`config.mk`:
```
export PLATFORM = sky130hd
export DESIGN_NAME = vga_sync_gen
export DESIGN_NICKNAME = d
export VERILOG_FILES = /design/src/rtl/vga_sync_gen.sv
export SDC_FILE = /design/constraint.sdc
export NUM_CORES = 1
export LEC_CHECK = 0
export CAP_MARGIN = 20
export CORE_MARGIN = 3
export CORE_UTILIZATION = 40
export DETAILED_ROUTE_END_ITERATION = 10
export PLACE_DENSITY = 0.67
export SLEW_MARGIN = 20
export SYNTH_ARGS = -nofsm -noshare
export SYNTH_HDL_FRONTEND = slang
export SYNTH_SLANG_ARGS = --single-unit
```
`constraint.sdc`:
```
create_clock -name clk -period 1.8 [get_ports clk]
set_input_delay 0.36 -clock clk [delete_from_list [all_inputs] [get_ports clk]]
set_output_delay 0.36 -clock clk [all_outputs]
set_load 0.02 [all_outputs]
```
`src/rtl/vga_sync_gen.sv`:
```
// VGA timing generator: pixel-rate strobe, beam position, sync pulses and
// video window, all registered together so they stay zero-skew.
module vga_sync_gen #(
   parameter int H_DISPLAY = 640,
   parameter int H_FRONT   = 16,
   parameter int H_SYNC    = 96,
   parameter int H_BACK    = 48,
   parameter int V_DISPLAY = 480,
   parameter int V_FRONT   = 10,
   parameter int V_SYNC    = 2,
   parameter int V_BACK    = 33,
   parameter int TICK_DIV  = 2,
   parameter bit SYNC_POL  = 1'b0
) (
   input  logic       clk,
   input  logic       reset,
   input  logic       en,
   output logic       pixel_tick,
   output logic [9:0] pix_x,
   output logic [9:0] pix_y,
   output logic       video_on,
   output logic       hsync,
   output logic       vsync,
   output logic       frame_start
);

   localparam int H_TOTAL = H_DISPLAY + H_FRONT + H_SYNC + H_BACK;
   localparam int V_TOTAL = V_DISPLAY + V_FRONT + V_SYNC + V_BACK;
   localparam int DW      = (TICK_DIV > 1) ? $clog2(TICK_DIV) : 1;

   localparam logic [DW-1:0] DIV_LAST = DW'(TICK_DIV - 1);
   localparam logic [9:0] H_LAST   = 10'(H_TOTAL - 1);
   localparam logic [9:0] V_LAST   = 10'(V_TOTAL - 1);
   localparam logic [9:0] H_DISP   = 10'(H_DISPLAY);
   localparam logic [9:0] V_DISP   = 10'(V_DISPLAY);
   localparam logic [9:0] HS_START = 10'(H_DISPLAY + H_FRONT);
   localparam logic [9:0] HS_END   = 10'(H_DISPLAY + H_FRONT + H_SYNC);
   localparam logic [9:0] VS_START = 10'(V_DISPLAY + V_FRONT);
   localparam logic [9:0] VS_END   = 10'(V_DISPLAY + V_FRONT + V_SYNC);

   logic [DW-1:0] div_q, div_d;
   logic          tick_q, tick_d;
   logic [9:0]    h_q, h_d, v_q, v_d;
   logic          fs_q, fs_d;
   logic          von_q, von_d;
   logic          hs_q, hs_d, vs_q, vs_d;

   // Next-state: the tick is the registered decode of the divider's last
   // count, and the beam moves on the edge that closes a tick cycle.
   always_comb begin
      div_d  = div_q;
      tick_d = 1'b0;
      h_d    = h_q;
      v_d    = v_q;
      fs_d   = 1'b0;
      if (en) begin
         div_d  = (div_q == DIV_LAST) ? '0 : div_q + DW'(1);
         tick_d = (div_q == DIV_LAST);
         if (tick_q) begin
            if (h_q == H_LAST) begin
               h_d  = 10'd0;
               v_d  = (v_q == V_LAST) ? 10'd0 : v_q + 10'd1;
               fs_d = (v_q == V_LAST);
            end else begin
               h_d = h_q + 10'd1;
            end
         end else begin
            h_d = h_q;
         end
      end else begin
         div_d = div_q;
      end
      // Decoded from the next position so they land on the same edge as it.
      hs_d  = ((h_d >= HS_START) && (h_d < HS_END)) ? SYNC_POL : ~SYNC_POL;
      vs_d  = ((v_d >= VS_START) && (v_d < VS_END)) ? SYNC_POL : ~SYNC_POL;
      von_d = (h_d < H_DISP) && (v_d < V_DISP);
   end

   // State and registered outputs; reset dominates enable.
   always_ff @(posedge clk) begin
      if (reset) begin
         div_q  <= '0;
         tick_q <= 1'b0;
         h_q    <= 10'd0;
         v_q    <= 10'd0;
         fs_q   <= 1'b0;
         von_q  <= 1'b1;
         hs_q   <= ~SYNC_POL;
         vs_q   <= ~SYNC_POL;
      end else begin
         div_q  <= div_d;
         tick_q <= tick_d;
         h_q    <= h_d;
         v_q    <= v_d;
         fs_q   <= fs_d;
         von_q  <= von_d;
         hs_q   <= hs_d;
         vs_q   <= vs_d;
      end
   end

   assign pixel_tick  = tick_q;
   assign pix_x       = h_q;
   assign pix_y       = v_q;
   assign video_on    = von_q;
   assign hsync       = hs_q;
   assign vsync       = vs_q;
   assign frame_start = fs_q;

endmodule

```
==> results of run 1 <==
[flip-flops by register name (all words and copies together) (netlist names)]
register and flops:
vsync 1, div_q 1, pix_y 10, pixel_tick 1, hsync 1, frame_start 1
video_on 1, pix_x 10
[final cells by class]
cell class	count	area (sq um)	share of cell area
well taps	44	55.1	0.0271
multi-input cells	122	860	0.423
repair buffers	58	527	0.259
flip-flops and latches	26	539	0.265
clock buffers	4	36.3	0.0179
inverters	4	15.0	0.00739
[metrics by stage]
stage          hold slack [ns]  cells
5_1_grt                  0.405    258
3_3_place_gp             0.474    251
6_report                 0.411    258
3_5_place_dp             0.480    251
2_1_floorplan            0.474    157
4_1_cts                  0.503    255
[power groups by stage]
stage | clock network (uW) | registers (uW) | logic (uW)
after CTS | 298 | 584 | 38.1
after global placement | 0 | 596 | 36.9
after global routing | 332 | 582 | 40.6
after detailed placement | 0 | 596 | 37.6
final | 295 | 581 | 37.8
after floorplan | 0 | 597 | 15.5
[synthesized netlist by cell type, types with 3 or more instances]
master,instances
sky130_fd_sc_hd__a21oi_1,4
sky130_fd_sc_hd__o21ai_0,4
sky130_fd_sc_hd__nand2_1,15
sky130_fd_sc_hd__nor3_1,7
sky130_fd_sc_hd__nor2_1,26
sky130_fd_sc_hd__nand3_1,8
sky130_fd_sc_hd__xor2_1,9
sky130_fd_sc_hd__xnor2_1,9
sky130_fd_sc_hd__dfxtp_1,26
sky130_fd_sc_hd__inv_1,4
sky130_fd_sc_hd__ha_1,3
[routing by layer]
| layer | share of wire | track usage | up-vias | routed length, um |
|---|---|---|---|---|
| met5 | 0 | 0 | - | 0 |
| met4 | 0.0054 | 0.0317 | 0 | 19 |
| met3 | 0.045 | 0.0329 | 2 | 157 |
| met2 | 0.50 | 0.326 | 31 | 1750 |
| met1 | 0.45 | 0.224 | 627 | 1570 |
| li1 | - | - | 661 | - |
[repair_timing]
item                                    CTS  global route
endpoints found under the setup margin    7            16
setup buffers                             0             3
pin swaps                                 0             1
resized for setup                         7            23
cloned                                    0             0
[cells by family (layout without fill, tap and decap cells)]
kind of cell	count (synthesis)	in the layout
buffers and inverters	9	66
AOI/OAI and AO/OA	18	18
muxes	1	1
xor gates and xnor gates	18	18
and+or+nand+nor	82	82
adders and majority gates	3	3
DFF	26	26
[worst min-delay path: cells and delay by family]
kind	cells	cell delay (ns)
buffers and inverters	1	0.18
AND/OR/NAND/NOR	1	0.11
AO/OA/AOI/OAI	1	0.06
[worst max path at each step]
stage / from / to / slack [ns] / depth (start not counted)
final: pix_x[7] / vsync / 0.07 / 7
after CTS: pix_x[3] / pix_x[3] / 0.002 / 1
after floorplan: pix_x[6] / vsync / -0.05 / 7
after detailed placement: en / vsync / -0.39 / 8
after global placement: en / vsync / -0.34 / 8
after global routing: pix_x[7] / vsync / -0.04 / 7
==> flow_metrics.env, run 1 <==
export IMPL_remaining_drc_errors=0
export IMPL_worstPathBufferInverterCount=1
export IMPL_setup_worst_path_start_class="register"
export IMPL_critical_path_max_fanout=6
export IMPL_root_buffer="sky130_fd_sc_hd__clkbuf_4"
export IMPL_synth_top_cell_area_share=0.378
export IMPL_muxShareOfSynthArea=0.00727
export IMPL_grt_start_max_net_pins=15
export IMPL_yosys_area_share_adder=0.0272
export IMPL_slowest_stage="sky130_fd_sc_hd__dfxtp_2"
export IMPL_netlist_cell_type_count=46
export IMPL_period_minus_slack_ns=1.73
export IMPL_area_fraction_in_compound_gates_after_synthesis=0.0872
export IMPL_yosys_area_share_xor_xnor=0.114
export IMPL_mostFrequentLayoutCells="sky130_fd_sc_hd__buf_4, sky130_fd_sc_hd__nor2_1, sky130_fd_sc_hd__nand2_1, sky130_fd_sc_hd__dfxtp_1, sky130_fd_sc_hd__clkdlybuf4s50_1"
export IMPL_cp_cell_sequence="nand4bb_4 -> nor4_4 -> buf_6 -> and4_4 -> a31oi_2 -> nor3_2 -> nand4b_1"
export IMPL_clock_power_share=0.323
export IMPL_cts_inserted_buffers=3
export IMPL_synth_sequential_area_ratio=0.378
export IMPL_post_dp_hpwl_mm=2.75
export IMPL_synth_edff_count=0
export IMPL_total_inserted_antenna_cells=0
export IMPL_final_critical_path_setup_slack_ns=0.0710
export IMPL_detailedPlace_worstSlack_ns=-0.388
export IMPL_row_count=20
export IMPL_gp_congestion=0.940
export IMPL_syn_mean_instance_area_sq_um=8.77
export IMPL_result_of_the_run="finished clean"
export IMPL_gr_total_overflow=0
export IMPL_post_synth_top_area_cell="sky130_fd_sc_hd__dfxtp_1"
export IMPL_worst_vdd_rail_ir_drop_uv=252
export IMPL_swShare=0.214
export IMPL_syn_to_final_growth_pct=47.5
export IMPL_min_path_cells=3
export IMPL_max_cap_viol_count=0
export IMPL_cts_tree="built"
export IMPL_number_of_nets_in_the_synthesized_netlist=163
export IMPL_routed_via_count=1321
export IMPL_final_antenna_net_count=0
export IMPL_vert_die_dim_um=64.7
export IMPL_worst_slew_pin_transition_ns=0.336
export IMPL_comb_power_share=0.041
export IMPL_slew_violations=0
export IMPL_syn_cell_area_sq_mm=0.00138
export IMPL_most_frequent_standard_cell_in_the_layout_excluding_fill_and_tap_cells="sky130_fd_sc_hd__buf_4"
export IMPL_leakage_uw=0.000898
export IMPL_slowest_delay_ns=0.36
export IMPL_clock_sink_count=26
export IMPL_seqPwrFrac=0.636
export IMPL_criticalPathCategory="register to register"
export IMPL_hold_path_start="en"
export IMPL_report_final_setup_viol=0
export IMPL_worst_setup_path_end_kind="register"
export IMPL_detailedRoute_firstPassIterationCount=4
export IMPL_fin_setup_tns_ns=0
export IMPL_report_final_hold_viol_count=0
export IMPL_ys_flop_type="sky130_fd_sc_hd__dfxtp_1"
export IMPL_cts_max_path_buffers=2
export IMPL_wp_data_arrival_ns=1.94
export IMPL_finalPower_uw=914
export IMPL_cp_top_delay_family="simple AND/OR/NAND/NOR gates"
export IMPL_synthesis_yosys_warnings=0
export IMPL_cts_hold_buffers_added=0
export IMPL_fin_skew_ns=0.00605
export IMPL_dominant_combinational_cell_family_by_area_after_synthesis="simple AND/OR/NAND/NOR gates"
export IMPL_routed_wirelength_mm=3.50
export IMPL_core_area_sq_mm=0.00318
export IMPL_viasPerCell=5.12
export IMPL_io_pins=28
export IMPL_worst_ep_required_time_ns=2.01
export IMPL_fin_nets=221
export IMPL_layout_worst_path_cycle_share=0.961
export IMPL_grt_pass1_vias=1311
export IMPL_htree_num_levels=1
export IMPL_seq_cells_post_synth=26
export IMPL_ys_top_cells_by_area="sky130_fd_sc_hd__dfxtp_1, sky130_fd_sc_hd__nor2_1, sky130_fd_sc_hd__xnor2_1, sky130_fd_sc_hd__xor2_1, sky130_fd_sc_hd__nand2_1"
export IMPL_grt_antenna_before_repair=0
export IMPL_worst_hold_path_endpoint="pix_x[1]"
export IMPL_utilization=0.639
export IMPL_async_flop_share=0
export IMPL_fp_dieW_um=64.7
export IMPL_grt_setup_unrepaired="true"
export IMPL_crit_reg2reg_capture="vsync"
export IMPL_clk_insertion_delay_late_ns=0.31
export IMPL_syn_instance_count=157
export IMPL_timing_hold_worst_class="input pin to register"
export IMPL_fp_dieArea_sq_mm=0.00418
export IMPL_postLayoutCellArea_sq_mm=0.00203
export IMPL_wl_per_cell_um=13.6
export IMPL_reg2reg_depth=7
export IMPL_synthSimpleGateAreaFrac=0.356
export IMPL_netSwitchingPower_uw=196
export IMPL_power_density_cell_area_mw_per_mm2=450
export IMPL_slew_headroom=0.774
export IMPL_layout_filler_cells=289
export IMPL_reg2reg_setup_slack_ns=0.07
export IMPL_reg2reg_from="pix_x[7]"
export IMPL_fmaxAchievable_ghz=0.578
export IMPL_p_int_uw=718
export IMPL_final_layout_size_suffix_gt1_frac=0.299
export IMPL_clk_pin_slew_worst_paths_ns=0.14
export IMPL_placed_area_sq_mm=0.00190
export IMPL_detail_route_iter0_violations=86
export IMPL_globalRouteTotalUtil=0.180
export IMPL_floorplan_initialDensity=0.433
export IMPL_wire_length_of_the_first_global_routing_pass_mm=6.15
export IMPL_numPortBuffers=27
Note: power is estimated with default switching activity, not from simulation.
==> inputs of run 2 (changes only) <==
--- a/config.mk
+++ b/config.mk
@@ -7,9 +7,9 @@
 export LEC_CHECK = 0
 export CAP_MARGIN = 20
 export CORE_MARGIN = 3
-export CORE_UTILIZATION = 40
+export CORE_UTILIZATION = 30
+export CTS_CLUSTER_DIAMETER = 150
 export DETAILED_ROUTE_END_ITERATION = 10
-export PLACE_DENSITY = 0.67
 export SLEW_MARGIN = 20
 export SYNTH_ARGS = -nofsm -noshare
 export SYNTH_HDL_FRONTEND = slang
==> run 2 against run 1 <==
Effect of this change: flip-flop and latch count did not move; count of clock-buffer cells in the layout unchanged; power is 12% higher; sequential power hardly changed; critical path depth decreased by 1; worst setup slack got worse by 0.033 ns; final area grew 5.8%; clock skew fell by 0.0032 ns; fmax fell by 1.9%; critical endpoint is now video_on; largest cell class unchanged; highest routed layer unchanged.
==> flow_metrics.env, run 2 (same netlist as run 1, synthesis figures left out) <==
export IMPL_fin_nets=228
export IMPL_result_of_the_run="finished clean"
export IMPL_slew_headroom=0.755
export IMPL_globalRouteTotalUtil=0.145
export IMPL_viasPerCell=5.00
export IMPL_clock_sink_count=26
export IMPL_m1WireLength_mm=1.66
export IMPL_gr_total_overflow=0
export IMPL_root_buffer="sky130_fd_sc_hd__clkbuf_8"
export IMPL_wp_data_arrival_ns=1.95
export IMPL_fp_dieW_um=73.8
export IMPL_worst_setup_path_end_kind="register"
export IMPL_cts_tree="built"
export IMPL_cp_top_delay_family="simple AND/OR/NAND/NOR gates"
export IMPL_syn_to_final_growth_pct=56.1
export IMPL_post_dp_hpwl_mm=2.71
export IMPL_top_routing_layer_in_use="met4"
export IMPL_criticalPathCategory="register to register"
export IMPL_vert_die_dim_um=73.8
export IMPL_leakage_uw=0.000878
export IMPL_gp_congestion=0.828
export IMPL_io_pins=28
export IMPL_slew_violations=0
export IMPL_critical_path_max_fanout=3
export IMPL_detail_route_iter0_violations=44
export IMPL_htree_num_levels=1
export IMPL_mostFrequentLayoutCells="sky130_fd_sc_hd__buf_4, sky130_fd_sc_hd__nor2_1, sky130_fd_sc_hd__dfxtp_1, sky130_fd_sc_hd__clkdlybuf4s50_1, sky130_fd_sc_hd__nand2_1"
export IMPL_fin_skew_ns=0.00282
export IMPL_slowest_delay_ns=0.46
export IMPL_numPortBuffers=27
export IMPL_placed_area_sq_mm=0.00199
export IMPL_clock_power_share=0.392
export IMPL_cp_cell_sequence="nand4b_1 -> or4_1 -> nor3_4 -> o21a_1 -> o211ai_1 -> a31o_1"
export IMPL_slowest_stage="sky130_fd_sc_hd__or4_1"
export IMPL_postLayoutCellArea_sq_mm=0.00215
export IMPL_grt_pass1_vias=1336
export IMPL_p_int_uw=795
export IMPL_power_density_cell_area_mw_per_mm2=476
export IMPL_wl_per_cell_um=13.5
export IMPL_cts_max_path_buffers=2
export IMPL_final_layout_size_suffix_gt1_frac=0.330
export IMPL_setup_worst_path_start_class="register"
export IMPL_layout_worst_path_cycle_share=0.979
export IMPL_most_frequent_standard_cell_in_the_layout_excluding_fill_and_tap_cells="sky130_fd_sc_hd__buf_4"
export IMPL_worstPathBufferInverterCount=0
export IMPL_worst_ep_required_time_ns=1.99
export IMPL_met3RoutedLength_um=140
export IMPL_final_critical_path_setup_slack_ns=0.0383
export IMPL_report_final_hold_viol_count=0
export IMPL_routed_via_count=1366
export IMPL_clk_insertion_delay_late_ns=0.28
export IMPL_cts_inserted_buffers=3
export IMPL_wire_length_of_the_first_global_routing_pass_mm=6.09
export IMPL_row_count=24
export IMPL_period_minus_slack_ns=1.76
export IMPL_comb_power_share=0.039
export IMPL_max_cap_viol_count=0
export IMPL_core_area_sq_mm=0.00438
export IMPL_grt_start_max_net_pins=15
export IMPL_fin_setup_tns_ns=0
export IMPL_seqPwrFrac=0.569
export IMPL_routed_wirelength_mm=3.67
export IMPL_detailedRoute_firstPassIterationCount=4
export IMPL_remaining_drc_errors=0
export IMPL_dr_wl_met2_mm=1.80
export IMPL_floorplan_initialDensity=0.314
export IMPL_fp_dieArea_sq_mm=0.00544
export IMPL_grt_setup_unrepaired="true"
export IMPL_report_final_setup_viol=0
export IMPL_worst_slew_pin_transition_ns=0.364
export IMPL_detailedPlace_worstSlack_ns=-0.391
export IMPL_total_inserted_antenna_cells=0
export IMPL_timing_hold_worst_class="register to register"
export IMPL_final_antenna_net_count=0
export IMPL_swShare=0.223
export IMPL_grt_antenna_before_repair=0
export IMPL_fmaxAchievable_ghz=0.568
export IMPL_netSwitchingPower_uw=228
export IMPL_clk_pin_slew_worst_paths_ns=0.10
export IMPL_worst_vdd_rail_ir_drop_uv=334
## run 2: cell types whose count changed in the layout (fill, tap and decap cells not counted), moves of 2 or more
cell                              change
sky130_fd_sc_hd__buf_4                +6
sky130_fd_sc_hd__clkdlybuf4s50_1      +6
sky130_fd_sc_hd__dlymetal6s2s_1       -5
sky130_fd_sc_hd__dfxtp_1              +4
sky130_fd_sc_hd__clkbuf_4             -3
sky130_fd_sc_hd__clkbuf_8             +3
sky130_fd_sc_hd__dfxtp_2              -2
sky130_fd_sc_hd__dfxtp_4              -2
## run 2: power by group through the flow
stage	logic, uW	clock network (uW)	registers, uW
global route	43.1	431	583
CTS	40.2	424	582
global placement	40.7	0	595
detailed placement	40.5	0	595
floorplan	15.5	0	597
finish	40.1	401	582
## run 2: metal layers
metal | track usage | vias up
met3 | 0.0328 | 7
met1 | 0.183 | 652
met5 | 0 | -
li1 | - | 678
met4 | 0.0503 | 0
met2 | 0.242 | 29
## run 2: through the flow
stage                     std cells  power (uW)  hold WS [ns]   util
after floorplan                 157         613         0.474      -
after global placement          268         636         0.491  0.455
after detailed placement        268         636         0.495  0.455
after CTS                       272        1050         0.524  0.471
after global routing            273        1060         0.545  0.491
final                           273        1020         0.524  0.491
## run 2: what timing repair did
action / in CTS / in global routing
buffers inserted: 0 / 1
hold buffers: 0 / 0
gates resized for setup: 8 / 18
pin swaps: 0 / 4
setup endpoints to repair: 6 / 11
## run 2: worst paths after layout
check | depth (start not counted) | to | start | slack (ns)
worst max register to register | 6 | video_on | pix_x[9] | 0.04
worst min register to register | 2 | div_q | div_q | 0.52
worst max-delay path | 6 | video_on | pix_x[9] | 0.04
worst min-delay path | 2 | div_q | div_q | 0.52
## run 2: cell type report
| cell class | count | area [sq um] |
|---|---|---|
| clock buffer | 4 | 55.1 |
| fill | 420 | 2230 |
| inverter | 4 | 15.0 |
| multi-input combinational | 122 | 906 |
| sequential | 26 | 529 |
| tap | 52 | 65.1 |
| timing repair buffer | 65 | 581 |
## run 2: worst min-delay path, cell delays in order (launching register included)
cell and delay (ns):
sky130_fd_sc_hd__dfxtp_1 0.35, sky130_fd_sc_hd__xnor2_1 0.07, sky130_fd_sc_hd__nor2_1 0.07
